$ cat config.mk
export PLATFORM = sky130hd
export DESIGN_NAME = coin_level_tracker_flat
export DESIGN_NICKNAME = d
export VERILOG_FILES = /design/src/rtl/level_pkg.sv /design/src/rtl/coin_level_tracker_if.sv /design/src/rtl/lowest_set_picker.sv /design/src/rtl/coin_level_tracker.sv /design/src/flat_wrapper.sv
export SDC_FILE = /design/constraint.sdc
export NUM_CORES = 1
export LEC_CHECK = 0
export ABC_CLOCK_PERIOD_IN_PS = 3870
export BUFFER_PORTS_ARGS = -buffer_cell sky130_fd_sc_hd__buf_2
export CAP_MARGIN = 20
export CORE_MARGIN = 2
export CORE_UTILIZATION = 51
export CTS_CLUSTER_DIAMETER = 60
export DETAILED_ROUTE_END_ITERATION = 10
export GPL_ROUTABILITY_DRIVEN = 0
export GPL_TIMING_DRIVEN = 0
export PLACE_DENSITY = 0.79
export SYNTH_ARGS = -nofsm -noshare
export SYNTH_HDL_FRONTEND = slang
export SYNTH_HIERARCHICAL = 1
export SYNTH_SLANG_ARGS = --single-unit
export TNS_END_PERCENT = 1
$ cat constraint.sdc
create_clock -name vga_clock -period 3.87 [get_ports vga_clock]
set_input_delay 0 -clock vga_clock [delete_from_list [all_inputs] [get_ports vga_clock]]
set_output_delay 0 -clock vga_clock [all_outputs]
set_load 0.02 [all_outputs]
$ cat src/rtl/level_pkg.sv
// Shared tile codes, game state encoding and helpers
// for the per-level coin/win/lose bookkeeping.
package level_pkg;

    localparam logic [7:0] TILE_BDR = 8'd0;
    localparam logic [7:0] TILE_SKY = 8'd1;
    localparam logic [7:0] TILE_BLK = 8'd2;
    localparam logic [7:0] TILE_GND = 8'd3;
    localparam logic [7:0] TILE_TKN = 8'd4;
    localparam logic [7:0] TILE_CK1 = 8'd5;
    localparam logic [7:0] TILE_CK2 = 8'd6;

    typedef enum logic [1:0] {
        INIT = 2'd0,
        PLAY = 2'd1,
        WIN  = 2'd2,
        LOSE = 2'd3
    } game_state_t;

    function automatic logic [4:0] popcount(input logic [15:0] v);
        logic [4:0] n;
        n = '0;
        for (int i = 0; i < 16; i++) begin
            n = n + 5'(v[i]);
        end
        return n;
    endfunction

endpackage

$ cat src/rtl/coin_level_tracker_if.sv
// Background tile write port: one tile per
// valid/ready transfer.
interface coin_level_tracker_if #(
    parameter int X_W = 5,
    parameter int Y_W = 4
);
    logic           valid;
    logic           ready;
    logic [X_W-1:0] x;
    logic [Y_W-1:0] y;
    logic [7:0]     code;

    modport master (
        output valid, x, y, code,
        input  ready
    );

    modport slave (
        input  valid, x, y, code,
        output ready
    );
endinterface

$ cat src/rtl/lowest_set_picker.sv
// Combinational lowest-set-bit index with
// an any-set flag.
module lowest_set_picker #(
    parameter int N = 2,
    localparam int IW = (N > 1) ? $clog2(N) : 1
) (
    input  logic [N-1:0]  req,
    output logic [IW-1:0] idx,
    output logic          any
);

    always_comb begin
        idx = '0;
        for (int i = N - 1; i >= 0; i--) begin
            if (req[i]) idx = IW'(i);
        end
    end

    assign any = |req;

endmodule

$ cat src/rtl/coin_level_tracker.sv
// Coin placement, collection, score and sticky
// win/lose for a level with NUM_COINS coins.
module coin_level_tracker
    import level_pkg::*;
#(
    parameter int          NUM_COINS   = 2,
    parameter int          X_W         = 5,
    parameter int          Y_W         = 4,
    parameter logic [7:0]  SKY         = TILE_SKY,
    parameter logic [7:0]  TKN         = TILE_TKN,
    parameter int          COIN_POINTS = 100,
    parameter int          SCORE_W     = 16,
    localparam int         CNT_W       = $clog2(NUM_COINS + 1)
) (
    input  logic                     vga_clock,
    input  logic                     reset,
    input  logic [NUM_COINS*X_W-1:0] coin_x,
    input  logic [NUM_COINS*Y_W-1:0] coin_y,
    input  logic [NUM_COINS-1:0]     touch,
    input  logic                     lose_in,
    coin_level_tracker_if.master     tile_wr,
    output logic [NUM_COINS-1:0]     collected,
    output logic [CNT_W-1:0]         coins_remaining,
    output logic [SCORE_W-1:0]       score,
    output logic                     win,
    output logic                     lose
);

    localparam int IW  = (NUM_COINS > 1) ? $clog2(NUM_COINS) : 1;
    localparam int SW2 = SCORE_W + 32;

    localparam logic [1:0] ST_INIT = INIT;
    localparam logic [1:0] ST_PLAY = PLAY;
    localparam logic [1:0] ST_WIN  = WIN;
    localparam logic [1:0] ST_LOSE = LOSE;

    logic [1:0]           state;
    logic [IW-1:0]        init_idx;
    logic [IW-1:0]        sel;
    logic [IW-1:0]        pick;
    logic                 any;
    logic                 lose_req;
    logic [NUM_COINS-1:0] pending;
    logic [NUM_COINS-1:0] new_mask;
    logic [NUM_COINS-1:0] done_mask;
    logic [NUM_COINS-1:0] cand;
    logic [CNT_W-1:0]     gain_cnt;
    logic [CNT_W-1:0]     rem_nx;
    logic [SW2-1:0]       sum;
    logic                 wr_valid;
    logic [X_W-1:0]       wr_x;
    logic [Y_W-1:0]       wr_y;
    logic [7:0]           wr_code;
    logic                 accept;

    function automatic logic [X_W-1:0] col(input logic [IW-1:0] i);
        return coin_x[int'(i)*X_W +: X_W];
    endfunction

    function automatic logic [Y_W-1:0] row(input logic [IW-1:0] i);
        return coin_y[int'(i)*Y_W +: Y_W];
    endfunction

    assign accept        = wr_valid & tile_wr.ready;
    assign tile_wr.valid = wr_valid;
    assign tile_wr.x     = wr_x;
    assign tile_wr.y     = wr_y;
    assign tile_wr.code  = wr_code;

    // The in-flight coin keeps its pending bit until accepted.
    always_comb begin
        new_mask  = '0;
        done_mask = '0;
        if (state == ST_PLAY) new_mask = touch & ~collected;
        if (accept && state != ST_INIT) done_mask[sel] = 1'b1;
        cand     = (pending & ~done_mask) | new_mask;
        gain_cnt = CNT_W'(popcount(16'(new_mask)));
        rem_nx   = coins_remaining - gain_cnt;
        sum      = SW2'(score)
                 + SW2'(gain_cnt) * SW2'(COIN_POINTS);
    end

    lowest_set_picker #(.N(NUM_COINS)) u_pick (
        .req (cand),
        .idx (pick),
        .any (any)
    );

    always_ff @(posedge vga_clock) begin
        if (!reset) begin
            state           <= ST_INIT;
            init_idx        <= '0;
            sel             <= '0;
            lose_req        <= 1'b0;
            collected       <= '0;
            pending         <= '0;
            coins_remaining <= CNT_W'(NUM_COINS);
            score           <= '0;
            win             <= 1'b0;
            lose            <= 1'b0;
            wr_valid        <= 1'b0;
            wr_x            <= '0;
            wr_y            <= '0;
            wr_code         <= '0;
        end else begin
            unique case (state)
                ST_INIT: begin
                    if (lose_in) lose_req <= 1'b1;
                    if (!wr_valid) begin
                        wr_valid <= 1'b1;
                        wr_x     <= col(init_idx);
                        wr_y     <= row(init_idx);
                        wr_code  <= TKN;
                    end else if (accept) begin
                        if (init_idx == IW'(NUM_COINS - 1)) begin
                            wr_valid <= 1'b0;
                            if (lose_req || lose_in) begin
                                state <= ST_LOSE;
                                lose  <= 1'b1;
                            end else begin
                                state <= ST_PLAY;
                            end
                        end else begin
                            init_idx <= init_idx + 1'b1;
                            wr_x     <= col(init_idx + 1'b1);
                            wr_y     <= row(init_idx + 1'b1);
                        end
                    end
                end
                default: begin
                    collected <= collected | new_mask;
                    pending   <= cand;
                    if (state == ST_PLAY) begin
                        coins_remaining <= rem_nx;
                        score <= (sum > SW2'({SCORE_W{1'b1}}))
                               ? {SCORE_W{1'b1}} : sum[SCORE_W-1:0];
                        if (lose_in) begin
                            state <= ST_LOSE;
                            lose  <= 1'b1;
                        end else if (rem_nx == '0) begin
                            state <= ST_WIN;
                            win   <= 1'b1;
                        end
                    end
                    if (!wr_valid || accept) begin
                        wr_valid <= any;
                        if (any) begin
                            sel     <= pick;
                            wr_x    <= col(pick);
                            wr_y    <= row(pick);
                            wr_code <= SKY;
                        end
                    end
                end
            endcase
        end
    end

endmodule

$ cat src/flat_wrapper.sv
// flat-port wrapper written by rule: the top's interface ports become plain ports
module coin_level_tracker_flat import level_pkg::*;
#(
    parameter int          NUM_COINS   = 2,
    parameter int          X_W         = 5,
    parameter int          Y_W         = 4,
    parameter logic [7:0]  SKY         = TILE_SKY,
    parameter logic [7:0]  TKN         = TILE_TKN,
    parameter int          COIN_POINTS = 100,
    parameter int          SCORE_W     = 16,
    localparam int         CNT_W       = $clog2(NUM_COINS + 1)
)
  (vga_clock, reset, coin_x, coin_y, touch, lose_in, collected, coins_remaining, score, win, lose, tile_wr_valid, tile_wr_x, tile_wr_y, tile_wr_code, tile_wr_ready);
  coin_level_tracker_if #(.X_W(X_W), .Y_W(Y_W)) tile_wr_i ();
  input  logic vga_clock;
  input  logic reset;
  input  logic [NUM_COINS*X_W-1:0] coin_x;
  input  logic [NUM_COINS*Y_W-1:0] coin_y;
  input  logic [NUM_COINS-1:0] touch;
  input  logic lose_in;
  output logic [NUM_COINS-1:0] collected;
  output logic [CNT_W-1:0] coins_remaining;
  output logic [SCORE_W-1:0] score;
  output logic win;
  output logic lose;
  output wire logic [$bits(tile_wr_i.valid)-1:0] tile_wr_valid;
  output wire logic [$bits(tile_wr_i.x)-1:0] tile_wr_x;
  output wire logic [$bits(tile_wr_i.y)-1:0] tile_wr_y;
  output wire logic [$bits(tile_wr_i.code)-1:0] tile_wr_code;
  input wire logic [$bits(tile_wr_i.ready)-1:0] tile_wr_ready;
  assign tile_wr_valid = tile_wr_i.valid;
  assign tile_wr_x = tile_wr_i.x;
  assign tile_wr_y = tile_wr_i.y;
  assign tile_wr_code = tile_wr_i.code;
  assign tile_wr_i.ready = tile_wr_ready;
  coin_level_tracker #(.NUM_COINS(NUM_COINS), .X_W(X_W), .Y_W(Y_W), .SKY(SKY), .TKN(TKN), .COIN_POINTS(COIN_POINTS), .SCORE_W(SCORE_W)) u_core (.vga_clock(vga_clock), .reset(reset), .coin_x(coin_x), .coin_y(coin_y), .touch(touch), .lose_in(lose_in), .tile_wr(tile_wr_i), .collected(collected), .coins_remaining(coins_remaining), .score(score), .win(win), .lose(lose));
endmodule
==> summary.txt <==
Worst hold path
  – Hold Path Class: in2reg

Logic synthesis
  – Asr flop ratio synth: 0
  – Synth Flop Type: dfxtp_1
  – Syn_area_per_cell: 8.62 um^2
  – Synth top area share: 0.382
  – Number of flops mapped to enable cells by yosys: 0
  – Distinct cells, synth: 44
  – Mapped Cells: around 240
  – Yosys reg bits: 40
  – Post-Synthesis Cell Area: 0.00210 mm^2
  – Ranking of synthesized cells by area: dfxtp_1 38%, ha_1 6.6%, nor2_1 5.4%
  – Sequential area share after synthesis: 0.382
  – Synthesis Warnings: 6
  – Largest area contributor in the netlist: dfxtp_1

Pwr
  – Maximum vdd drop: 0.272 mV
  – LEAKAGE: around 0.0012 uW
  – Power Dens Cells: about 360 mW/mm^2

Route
  – Initial DRC Count: 123
  – Final ANT Viol Nets: 0
  – Vias per inst: 5.37
  – Total number of vias: 1969
  – Routed WL: roughly 4800 um
  – Residual DRC count: 0
  – 1st-pass router iterations: 5
  – Routed WL per cell: 13.2 um

Timing
  – Final hold vios: 0
  – RSZ-0062 raised after global routing: false
  – Final TNS setup: 0 ps
  – Period utilization: 0.890
  – Max-slew violations: 0
  – Final setup violation count: 0
  – Max-slew headroom: 0.652
  – Worst Max-Slew Pin Slew: around 520 ps
  – Setup Skew: 4.83 ps
  – Maximum clock frequency: between 0.2 and 0.3 GHz
  – Min Tclk post-route: between 3000 and 4000 ps

Clock network
  – Root Driver: clkbuf_8
  – CTS sink count: 40
  – Post-CTS Setup Bufs: 0
  – CTS tree: done
  – Reg clk slew, reported paths: about 70 ps
  – H-tree depth: 2
  – Cts repair resizes: 0
  – Num CTS Buffers: 5
  – Worst-Skew Late Latency: 300 ps
  – Bufs on Longest Clock Path: 2

Layout
  – Nets: 353
  – Area growth, synth to finish: 23.6%
  – Fin util: 0.652
  – Share of layout cells above drive strength 1: 0.268
  – Inserted Diodes: 0

Die
  – Die H: 68.1 um
  – Die width: 68.1 um
  – Initial Util: 0.528
  – Die area: 0.00464 mm^2
  – Row count: 23
  – Core area: 0.00397 mm^2
  – Io pins: 64

Critical path
  – Critical Path Fanout Max: 5
  – Startpoint Class: flop
  – CP endpoint kind: flop
  – Worst EP arrival: 3680 ps
  – Critical Path RT: 4100 ps
  – CP Class: reg2reg

Global route
  – First-pass GRT wire length: 7760 um
  – Number of global-route vias before repair: 1734
  – Largest net degree at the start of global routing: 12
  – Gr usage total: 0.227
  – Initial antenna violation count: 0
  – Grt total ovfl: 0

Flow run
  – Max cap viols: 0

Place
  – Post-DP HPWL: approximately 3500 um
  – Port Buffers: between 50 and 60

Status
  – Outcome: completed
-- cell type report --
type,instances,area [um^2]
buffer,15,88.8
clock buffer,6,72.6
clock inverter,1,5.00
fill,358,1380
inverter,12,45.0
multi-input combinational,181,1180
sequential,40,801
tap,50,62.6
timing repair buffer,62,335
-- cell usage in the layout, fill, tap and decap left out, types with 3 or more instances in the layout --
| master | count |
|---|---|
| a211oi_1 | 11 |
| a21o_1 | 3 |
| a21oi_1 | 19 |
| a31oi_1 | 6 |
| buf_2 | 59 |
| buf_4 | 8 |
| clkbuf_1 | 6 |
| clkbuf_8 | 5 |
| conb_1 | 6 |
| dfxtp_1 | 40 |
| dlygate4sd3_1 | 5 |
| ha_1 | 11 |
| inv_1 | 11 |
| mux2i_1 | 11 |
| nand2_1 | 13 |
| nand2b_1 | 4 |
| nand3_1 | 6 |
| nand4_1 | 4 |
| nor2_1 | 30 |
| nor2b_1 | 3 |
| o21ai_0 | 14 |
| xnor2_1 | 5 |
| xor2_1 | 4 |
-- flip-flops by register name, indices dropped and copies added, names as in the netlist --
| name | cells |
|---|---|
| u_core/tile_wr.x | 5 |
| u_core/tile_wr.valid | 1 |
| u_core/score | 15 |
| u_core/init_idx | 1 |
| u_core/lose | 1 |
| u_core/win | 1 |
| u_core/state | 2 |
| u_core/collected | 2 |
| u_core/tile_wr.code | 2 |
| u_core/pending | 2 |
| u_core/sel | 1 |
| u_core/lose_req | 1 |
| u_core/coins_remaining | 2 |
| u_core/tile_wr.y | 4 |
-- cell usage after synthesis, types with 3 or more instances --
cell type and number:
xor2_1 4, nand2b_1 4, a211oi_1 11, o21ai_0 14
a21o_1 3, buf_4 8, nor2_1 30, nand4_1 4
a31oi_1 6, nand2_1 13, clkbuf_1 5, nor2b_1 3
mux2i_1 11, xnor2_1 5, a21oi_1 19, nand3_1 6
ha_1 11, dfxtp_1 40, inv_1 11
-- stage by stage --
| step | setup slack (ps) | power [uW] | std cells | area [um^2] | hold WS [ps] |
|---|---|---|---|---|---|
| floorplan | 902 | 606 | 248 | 2110 | 89.5 |
| global placement | 519 | 661 | 355 | 2460 | 248 |
| detailed placement | 486 | 667 | 355 | 2460 | 257 |
| CTS | 451 | 932 | 367 | 2590 | 40.6 |
| global route | 173 | 967 | 367 | 2590 | 45.6 |
| finish | 424 | 922 | 367 | 2590 | 48.0 |
-- layer usage --
| layer | GRT usage | share of wire | up-vias |
|---|---|---|---|
| met5 | 0 | 0 | - |
| met1 | 0.285 | 0.43 | 914 |
| met3 | 0.0395 | 0.057 | 6 |
| li1 | - | - | 998 |
| met2 | 0.373 | 0.50 | 51 |
| met4 | 0.118 | 0.013 | 0 |
-- worst max-delay path: stages, from the launching register on --
cell and delay (ps):
dfxtp_1 410, nor2b_1 350, nand2_1 90, nor2_1 280, inv_1 80, ha_1 350
ha_1 190, inv_1 60, fa_1 420, nand4b_1 240, a21oi_2 280, o21ai_2 130
or2_2 350, a21oi_1 150
-- cell families (layout without fill, tap and decap cells) --
group                    count (synthesis)  count (layout)  synth area share
AND/OR/NAND/NOR                         74              74             0.170
AO/OA/AOI/OAI                           68              68             0.207
flip-flops                              40              40             0.382
buffers and inverters                   27              96            0.0639
adder cells (fa/ha/maj)                 12              12            0.0752
multiplexers                            12              12            0.0633
XOR/XNOR                                 9               9            0.0376
other                                    1               6           0.00179
-- where the power goes --
part	switching, uW	internal, uW	leakage [uW]
clock	139	122	0.0000410
combinational	123	84.3	0.000880
sequential	15.8	438	0.000326
total	277	645	0.00125
-- final timing paths --
check	startpoint	end	slack [ps]	cells after the start
worst max-delay path	u_core/state[0]$_SDFFE_PN0P_	u_core/score[0]$_SDFFE_PN0P_	420	13
worst min-delay path	coin_y[6]	u_core/tile_wr.y[2]$_SDFFE_PN0P_	50	3
worst max register to register	u_core/state[0]$_SDFFE_PN0P_	u_core/score[0]$_SDFFE_PN0P_	420	13
worst min register to register	u_core/win$_SDFFE_PN0P_	u_core/win$_SDFFE_PN0P_	460	1
-- timing repair --
item	4_1_cts	5_1_grt
hold buffers	5	0
endpoints found under the hold margin	8	0
setup endpoints to repair	0	0
Note: power is estimated with default switching activity, not from simulation.
